`config.mk`:
```
export PLATFORM = sky130hd
export DESIGN_NAME = uart_echo_buf
export DESIGN_NICKNAME = d
export VERILOG_FILES = /design/src/rtl/uart_echo_pkg.sv /design/src/rtl/uart_echo_fifo.sv /design/src/rtl/uart_echo_buf.sv
export SDC_FILE = /design/constraint.sdc
export NUM_CORES = 1
export LEC_CHECK = 0
export CORE_MARGIN = 2
export CORE_UTILIZATION = 35
export CTS_CLUSTER_SIZE = 8
export DETAILED_ROUTE_END_ITERATION = 8
export PLACE_DENSITY_LB_ADDON = 0.1
export SLEW_MARGIN = 20
export SYNTH_ARGS = -nofsm -noshare
export SYNTH_HDL_FRONTEND = slang
export SYNTH_HIERARCHICAL = 1
export SYNTH_SLANG_ARGS = --single-unit
export TNS_END_PERCENT = 50
```
`constraint.sdc`:
```
create_clock -name clk -period 3.35 [get_ports clk]
set_clock_uncertainty 0.15 [all_clocks]
set_input_delay 0.8375 -clock clk [delete_from_list [all_inputs] [get_ports clk]]
set_output_delay 0.8375 -clock clk [all_outputs]
set_load 0.05 [all_outputs]
```
`src/rtl/uart_echo_pkg.sv`:
```
// uart_echo_pkg: shared counter width, saturation value and saturating increment.
package uart_echo_pkg;
    localparam int CNT_W = 16;
    localparam logic [CNT_W-1:0] CNT_MAX = 16'hFFFF;

    function automatic logic [CNT_W-1:0] sat_inc(input logic [CNT_W-1:0] c, input logic en);
        return (en && c != CNT_MAX) ? c + 1'b1 : c;
    endfunction
endpackage

```
`src/rtl/uart_echo_fifo.sv`:
```
// uart_echo_fifo: DEPTH-entry storage with wrapping pointers and an occupancy count.
// The caller guarantees push never overflows and pop never underflows.
module uart_echo_fifo #(
    parameter int DATA_WIDTH = 8,
    parameter int DEPTH      = 16
) (
    input  logic                       clk,
    input  logic                       rst_n,
    input  logic                       flush,
    input  logic                       push,
    input  logic                       pop,
    input  logic [DATA_WIDTH-1:0]      wdata,
    output logic [DATA_WIDTH-1:0]      rdata,
    output logic [$clog2(DEPTH+1)-1:0] level
);
    localparam int AW = $clog2(DEPTH);

    logic [DATA_WIDTH-1:0] mem [DEPTH];
    logic [AW-1:0]         wr_ptr, rd_ptr;

    // Storage is not reset; only entries below level are ever observed.
    always_ff @(posedge clk)
        if (push && !flush) mem[wr_ptr] <= wdata;

    always_ff @(posedge clk or negedge rst_n) begin
        if (!rst_n) begin
            wr_ptr <= '0;
            rd_ptr <= '0;
            level  <= '0;
        end else if (flush) begin
            wr_ptr <= '0;
            rd_ptr <= '0;
            level  <= '0;
        end else begin
            if (push) wr_ptr <= wr_ptr + 1'b1;
            if (pop) rd_ptr <= rd_ptr + 1'b1;
            level <= (push && !pop) ? level + 1'b1 : (pop && !push) ? level - 1'b1 : level;
        end
    end

    assign rdata = mem[rd_ptr];
endmodule

```
`src/rtl/uart_echo_buf.sv`:
```
// uart_echo_buf: UART echo FIFO with drop-on-full or backpressure, flush and loss counters.
// Define UART_ECHO_STATS_EN to add the ferr_cnt frame-error counter port.
module uart_echo_buf
    import uart_echo_pkg::*;
#(
    parameter int DATA_WIDTH   = 8,
    parameter int DEPTH        = 16,
    parameter int DROP_ON_FULL = 1
) (
    input  logic                       clk,
    input  logic                       rst_n,
    input  logic [DATA_WIDTH-1:0]      s_axis_tdata,
    input  logic                       s_axis_tvalid,
    output logic                       s_axis_tready,
    input  logic                       s_axis_tuser,
    output logic [DATA_WIDTH-1:0]      m_axis_tdata,
    output logic                       m_axis_tvalid,
    input  logic                       m_axis_tready,
    input  logic                       flush,
    output logic [$clog2(DEPTH+1)-1:0] level,
    output logic [CNT_W-1:0]           drop_cnt
`ifdef UART_ECHO_STATS_EN
    ,
    output logic [CNT_W-1:0]           ferr_cnt
`endif
);
    localparam int LW = $clog2(DEPTH+1);

    logic full, pop, acc, push, drop;

    assign full          = level == LW'(DEPTH);
    assign m_axis_tvalid = level != '0;
    assign s_axis_tready = rst_n && (DROP_ON_FULL != 0 || !full);
    assign pop           = m_axis_tvalid && m_axis_tready;
    assign acc           = s_axis_tvalid && s_axis_tready;
    // A full buffer still takes a beat when the same edge frees a slot.
    assign push          = acc && !s_axis_tuser && (!full || pop);
    assign drop          = acc && !s_axis_tuser && full && !pop;

    uart_echo_fifo #(.DATA_WIDTH(DATA_WIDTH), .DEPTH(DEPTH)) u_fifo (
        .clk   (clk),
        .rst_n (rst_n),
        .flush (flush),
        .push  (push),
        .pop   (pop),
        .wdata (s_axis_tdata),
        .rdata (m_axis_tdata),
        .level (level)
    );

    always_ff @(posedge clk or negedge rst_n)
        if (!rst_n) drop_cnt <= '0;
        else drop_cnt <= sat_inc(drop_cnt, drop);

`ifdef UART_ECHO_STATS_EN
    always_ff @(posedge clk or negedge rst_n)
        if (!rst_n) ferr_cnt <= '0;
        else ferr_cnt <= sat_inc(ferr_cnt, acc && s_axis_tuser);
`endif
endmodule

```
==> results_tabular.tex <==
\begin{tabular}{lr}
\hline
Metric & Value \\
\hline
\multicolumn{2}{l}{\textbf{Clocking}} \\
Hold buffers post-CTS & 0 \\
Maximum buffer depth of the clock tree & 2 \\
Num CTS Buffers & 17 \\
CTS tree & yes \\
Master cell of the clock root buffer & sky130\_fd\_sc\_hd\_\_clkbuf\_16 \\
H-tree levels & 4 \\
Clock net sink count & 157 \\
Post-CTS clock slew at the launch and capture registers of the worst setup and hold paths & 0.06 ns \\
Clock latency reported for the late side of the worst-skew pair & 0.42 ns \\
\multicolumn{2}{l}{\textbf{Floorplan}} \\
Die width & 141 µm \\
Area of the core region & 0.0186 mm² \\
\# rows & 50 \\
Die area & 0.0200 mm² \\
Die boundary height & 141 µm \\
Initial standard-cell utilization of the core & 35.5\% \\
Number of placed I/O pins & 45 \\
\multicolumn{2}{l}{\textbf{Power and ir drop}} \\
Switching share of total power & 28.6\% \\
Overall power of the completed layout & 5.57 mW \\
Register share of total power & 40.1\% \\
Power density of the placed cells & 687 mW/mm² \\
Switching power total & 1.59 mW \\
Internal Dissipation & 3.97 mW \\
Clock network fraction of total power & 34.7\% \\
Static Leak & 2.85 nW \\
Fraction of power consumed by combinational cells & 25.1\% \\
Peak VDD IR & 0.000442 V \\
\multicolumn{2}{l}{\textbf{Synthesis}} \\
Number of synthesized flops with an enable pin & 128 \\
Cell count after synthesis & 370 \\
Count of warnings emitted by yosys & 6 \\
Fraction of the yosys area taken by sequential cells & 69.2\% \\
Asr flop ratio synth & 18.5\% \\
Synth top area share & 58.2\% \\
Predominant post-synthesis flop cell & sky130\_fd\_sc\_hd\_\_edfxtp\_1 \\
FF+latch count, synth & 157 \\
Post-Synthesis Net Count & 395 \\
Unique masters post-synth & 46 \\
Yosys top cell by area & sky130\_fd\_sc\_hd\_\_edfxtp\_1 \\
Post-Synthesis Mean Instance Area & 17.8 µm² \\
Biggest area contributors in the synthesized netlist & sky130\_fd\_sc\_hd\_\_edfxtp\_1, sky130\_fd\_sc\_hd\_\_dfrtp\_1, sky130\_fd\_sc\_hd\_\_mux4\_2, sky130\_fd\_sc\_hd\_\_mux4\_1, sky130\_fd\_sc\_hd\_\_ha\_1 \\
Total standard cell area after synthesis & 0.00660 mm² \\
\multicolumn{2}{l}{\textbf{Timing}} \\
Setup Viol. Count Final & 0 \\
Unrepaired setup endpoints after global routing & yes \\
Maximum operating frequency & 0.310 GHz \\
Post-route clock period utilization & 96.4\% \\
Fin Hold WS & 0.363 ns \\
Max Slew Vio Count & 0 \\
Minimum clock period & 3.23 ns \\
Worst-Margin Slew & 0.566 ns \\
Total negative slack & 0 ns \\
Final hold violation count & 0 \\
Worst relative slew slack & 62.1\% \\
\multicolumn{2}{l}{\textbf{Placed design}} \\
Half-perimeter wire length after placement & 8730 µm \\
Final RePlAce weighted congestion & 0.744 \\
Count of input and output buffers & 44 \\
\multicolumn{2}{l}{\textbf{Finish}} \\
Proportion of layout cells with a drive suffix above 1 & 23.1\% \\
Filler Cells Inserted & 1630 \\
Final-stage net count & 471 \\
Layout area overhead & 22.9\% \\
Antenna diode count & 0 \\
\multicolumn{2}{l}{\textbf{Setup path}} \\
Path length in cells of the critical path & 5 \\
Required time reported for the critical path endpoint & 2.36 ns \\
CP Max Fanout & 12 \\
Buffers \& Inverters on Critical Path & 2 \\
Critical path endpoint category & output port \\
Ordered list of cells on the worst path & bufbuf\_16 > mux4\_2 > a22oi\_1 > nand2\_1 > buf\_4 \\
Crit path arrival time & 2.24 ns \\
Launching element type of the critical path & flip-flop \\
Depth of the worst register-to-register path & 9 \\
Crit-path max cell delay & 0.51 ns \\
Category of cells accounting for the largest share of critical-path delay & buffers and inverters \\
Crit path kind & reg -> out \\
Critical path's slowest cell & sky130\_fd\_sc\_hd\_\_mux4\_2 \\
\multicolumn{2}{l}{\textbf{Detailed routing}} \\
Wirelength per Cell & 20.1 µm \\
Pre-antenna DRT Iters & 5 \\
Via count & 3475 \\
Number of design-rule violations left by the first detailed-router iteration & 179 \\
Vias per Instance & 5.01 \\
Count of antenna-violating nets left after detailed routing & 0 \\
Residual DRC & 0 \\
Wirelength, routed & 14000 µm \\
\multicolumn{2}{l}{\textbf{Global route}} \\
Maximum number of pins on one net before global-route repair & 33 \\
Number of antenna violations at the first check in global routing & 0 \\
Number of global-route vias before repair & 3734 \\
Wire length of the first global-routing pass & 21800 µm \\
Total global routing overflow & 0 \\
Global-route usage over all layers & 15.1\% \\
\multicolumn{2}{l}{\textbf{Job}} \\
Max-cap violations & 0 \\
\multicolumn{2}{l}{\textbf{Worst hold path}} \\
Worst Hold Class & reg -> reg \\
Hold Crit Depth & 1 \\
\multicolumn{2}{l}{\textbf{Run status}} \\
Result of the run & finished, final reports clean \\
\hline
\end{tabular}
## cell usage after synthesis (all sizes together), types with 6 or more instances
cell type	number
nor2	21
nand2	22
nand3	6
nand2b	6
mux4	32
nand4	7
xnor2	13
nor3	9
buf	10
ha	10
edfxtp	128
a22oi	16
dfrtp	29
xor2	8
## cells in the final DEF (no fill, tap or decap), types with 2 or more instances in the layout
cell	count
sky130_fd_sc_hd__nand2b_1	6
sky130_fd_sc_hd__nor3_1	9
sky130_fd_sc_hd__nand3_1	6
sky130_fd_sc_hd__nand2_1	22
sky130_fd_sc_hd__and4_1	5
sky130_fd_sc_hd__mux2_2	2
sky130_fd_sc_hd__xnor2_1	13
sky130_fd_sc_hd__buf_12	3
sky130_fd_sc_hd__clkdlybuf4s50_1	34
sky130_fd_sc_hd__a21oi_1	2
sky130_fd_sc_hd__a22oi_1	12
sky130_fd_sc_hd__or2_2	2
sky130_fd_sc_hd__bufinv_16	3
sky130_fd_sc_hd__edfxtp_1	128
sky130_fd_sc_hd__and3_1	3
sky130_fd_sc_hd__clkinv_1	4
sky130_fd_sc_hd__xor2_1	8
sky130_fd_sc_hd__nand4_1	7
sky130_fd_sc_hd__clkbuf_16	17
sky130_fd_sc_hd__nor2_1	21
sky130_fd_sc_hd__a22oi_2	4
sky130_fd_sc_hd__mux4_2	21
sky130_fd_sc_hd__mux2i_1	3
sky130_fd_sc_hd__and3b_1	2
sky130_fd_sc_hd__inv_1	3
sky130_fd_sc_hd__nor4_2	5
sky130_fd_sc_hd__a21o_1	2
sky130_fd_sc_hd__ha_1	10
sky130_fd_sc_hd__dfrtp_1	27
sky130_fd_sc_hd__and2_1	3
sky130_fd_sc_hd__inv_6	3
sky130_fd_sc_hd__mux4_1	11
sky130_fd_sc_hd__buf_4	34
sky130_fd_sc_hd__dfrtp_2	2
## power groups by stage
| stage | Clock (mW) | Sequential (mW) | Combinational [mW] |
|---|---|---|---|
| 4_1_cts | 1.99 | 2.23 | 1.42 |
| 3_3_place_gp | 0 | 2.27 | 1.34 |
| 2_1_floorplan | 0 | 2.35 | 0.919 |
| 3_5_place_dp | 0 | 2.27 | 1.35 |
| 6_report | 1.93 | 2.23 | 1.40 |
| 5_1_grt | 2.06 | 2.24 | 1.51 |
## through the flow
step / area [µm²] / util [%] / instances / setup WS, ns
finish: 8110 / 43.6 / 693 / 0.120
floorplan: 6600 / - / 370 / 0.00660
global route: 8110 / 43.6 / 693 / -0.0295
detailed placement: 7440 / 40.1 / 658 / 0.300
CTS: 8090 / 43.6 / 693 / 0.00496
global placement: 7440 / 40.1 / 658 / 0.337
## sequential cells by signal (all words and copies together) (netlist names)
name and cells:
u_fifo/wr_ptr 4, u_fifo/rd_ptr 4, drop_cnt 16, u_fifo/mem 128, u_fifo/level 5
## metal layers
layer / up-vias / track usage, % / wire length (µm)
li1: 1627 / - / -
met1: 1752 / 19.5 / 6320
met2: 78 / 24.2 / 6810
met3: 18 / 4.12 / 590
met4: 0 / 5.95 / 239
met5: - / 0 / 0
## final timing paths
check | start | to | slack (ns)
max in group asynchronous | rst_n | u_fifo/rd_ptr[0] | 1.98
setup reg to reg | u_fifo/level[0] | u_fifo/level[4] | 0.31
hold / removal | drop_cnt[10] | drop_cnt[10] | 0.36
min in group asynchronous | rst_n | drop_cnt[9] | 0.74
setup / recovery | u_fifo/rd_ptr[0] | m_axis_tdata[6] | 0.12
hold reg to reg | drop_cnt[10] | drop_cnt[10] | 0.36
## worst register-to-register path, cell delays in order, from the launching register on
cell and delay [ns]:
sky130_fd_sc_hd__dfrtp_1 0.45, sky130_fd_sc_hd__or4_4 0.56, sky130_fd_sc_hd__or2_2 0.30, sky130_fd_sc_hd__and2_1 0.23, sky130_fd_sc_hd__nand2b_1 0.27, sky130_fd_sc_hd__fa_1 0.45
sky130_fd_sc_hd__a21o_1 0.19, sky130_fd_sc_hd__a21o_1 0.18, sky130_fd_sc_hd__o21bai_1 0.14, sky130_fd_sc_hd__nand2_1 0.06
## cells by family (layout without fill, tap and decap cells)
logic type | after synthesis | in the layout | synth area share (%)
DFF | 157 | 157 | 69.2
and+or+nand+nor | 98 | 98 | 7.89
muxes | 37 | 37 | 12.3
AOI/OAI and AO/OA | 26 | 26 | 3.26
xor gates and xnor gates | 21 | 21 | 2.79
buffers and inverters | 20 | 109 | 2.28
adders and majority gates | 11 | 11 | 2.20
## final cells by class
cell class	count	area [µm²]	share of cell area, %
clock buffer	18	429	5.29
inverter	3	11.3	0.139
sequential	157	4570	56.4
clock inverter	14	164	2.02
tap	234	293	3.61
multi-input combinational	193	1930	23.8
timing repair buffer	74	708	8.73
## timing repair
item,in CTS,in global routing
resized for setup,3,3
buffers inserted,2,0
gates cloned,1,0
endpoints found under the setup margin,5,3
(Power assumes the default switching activity.)
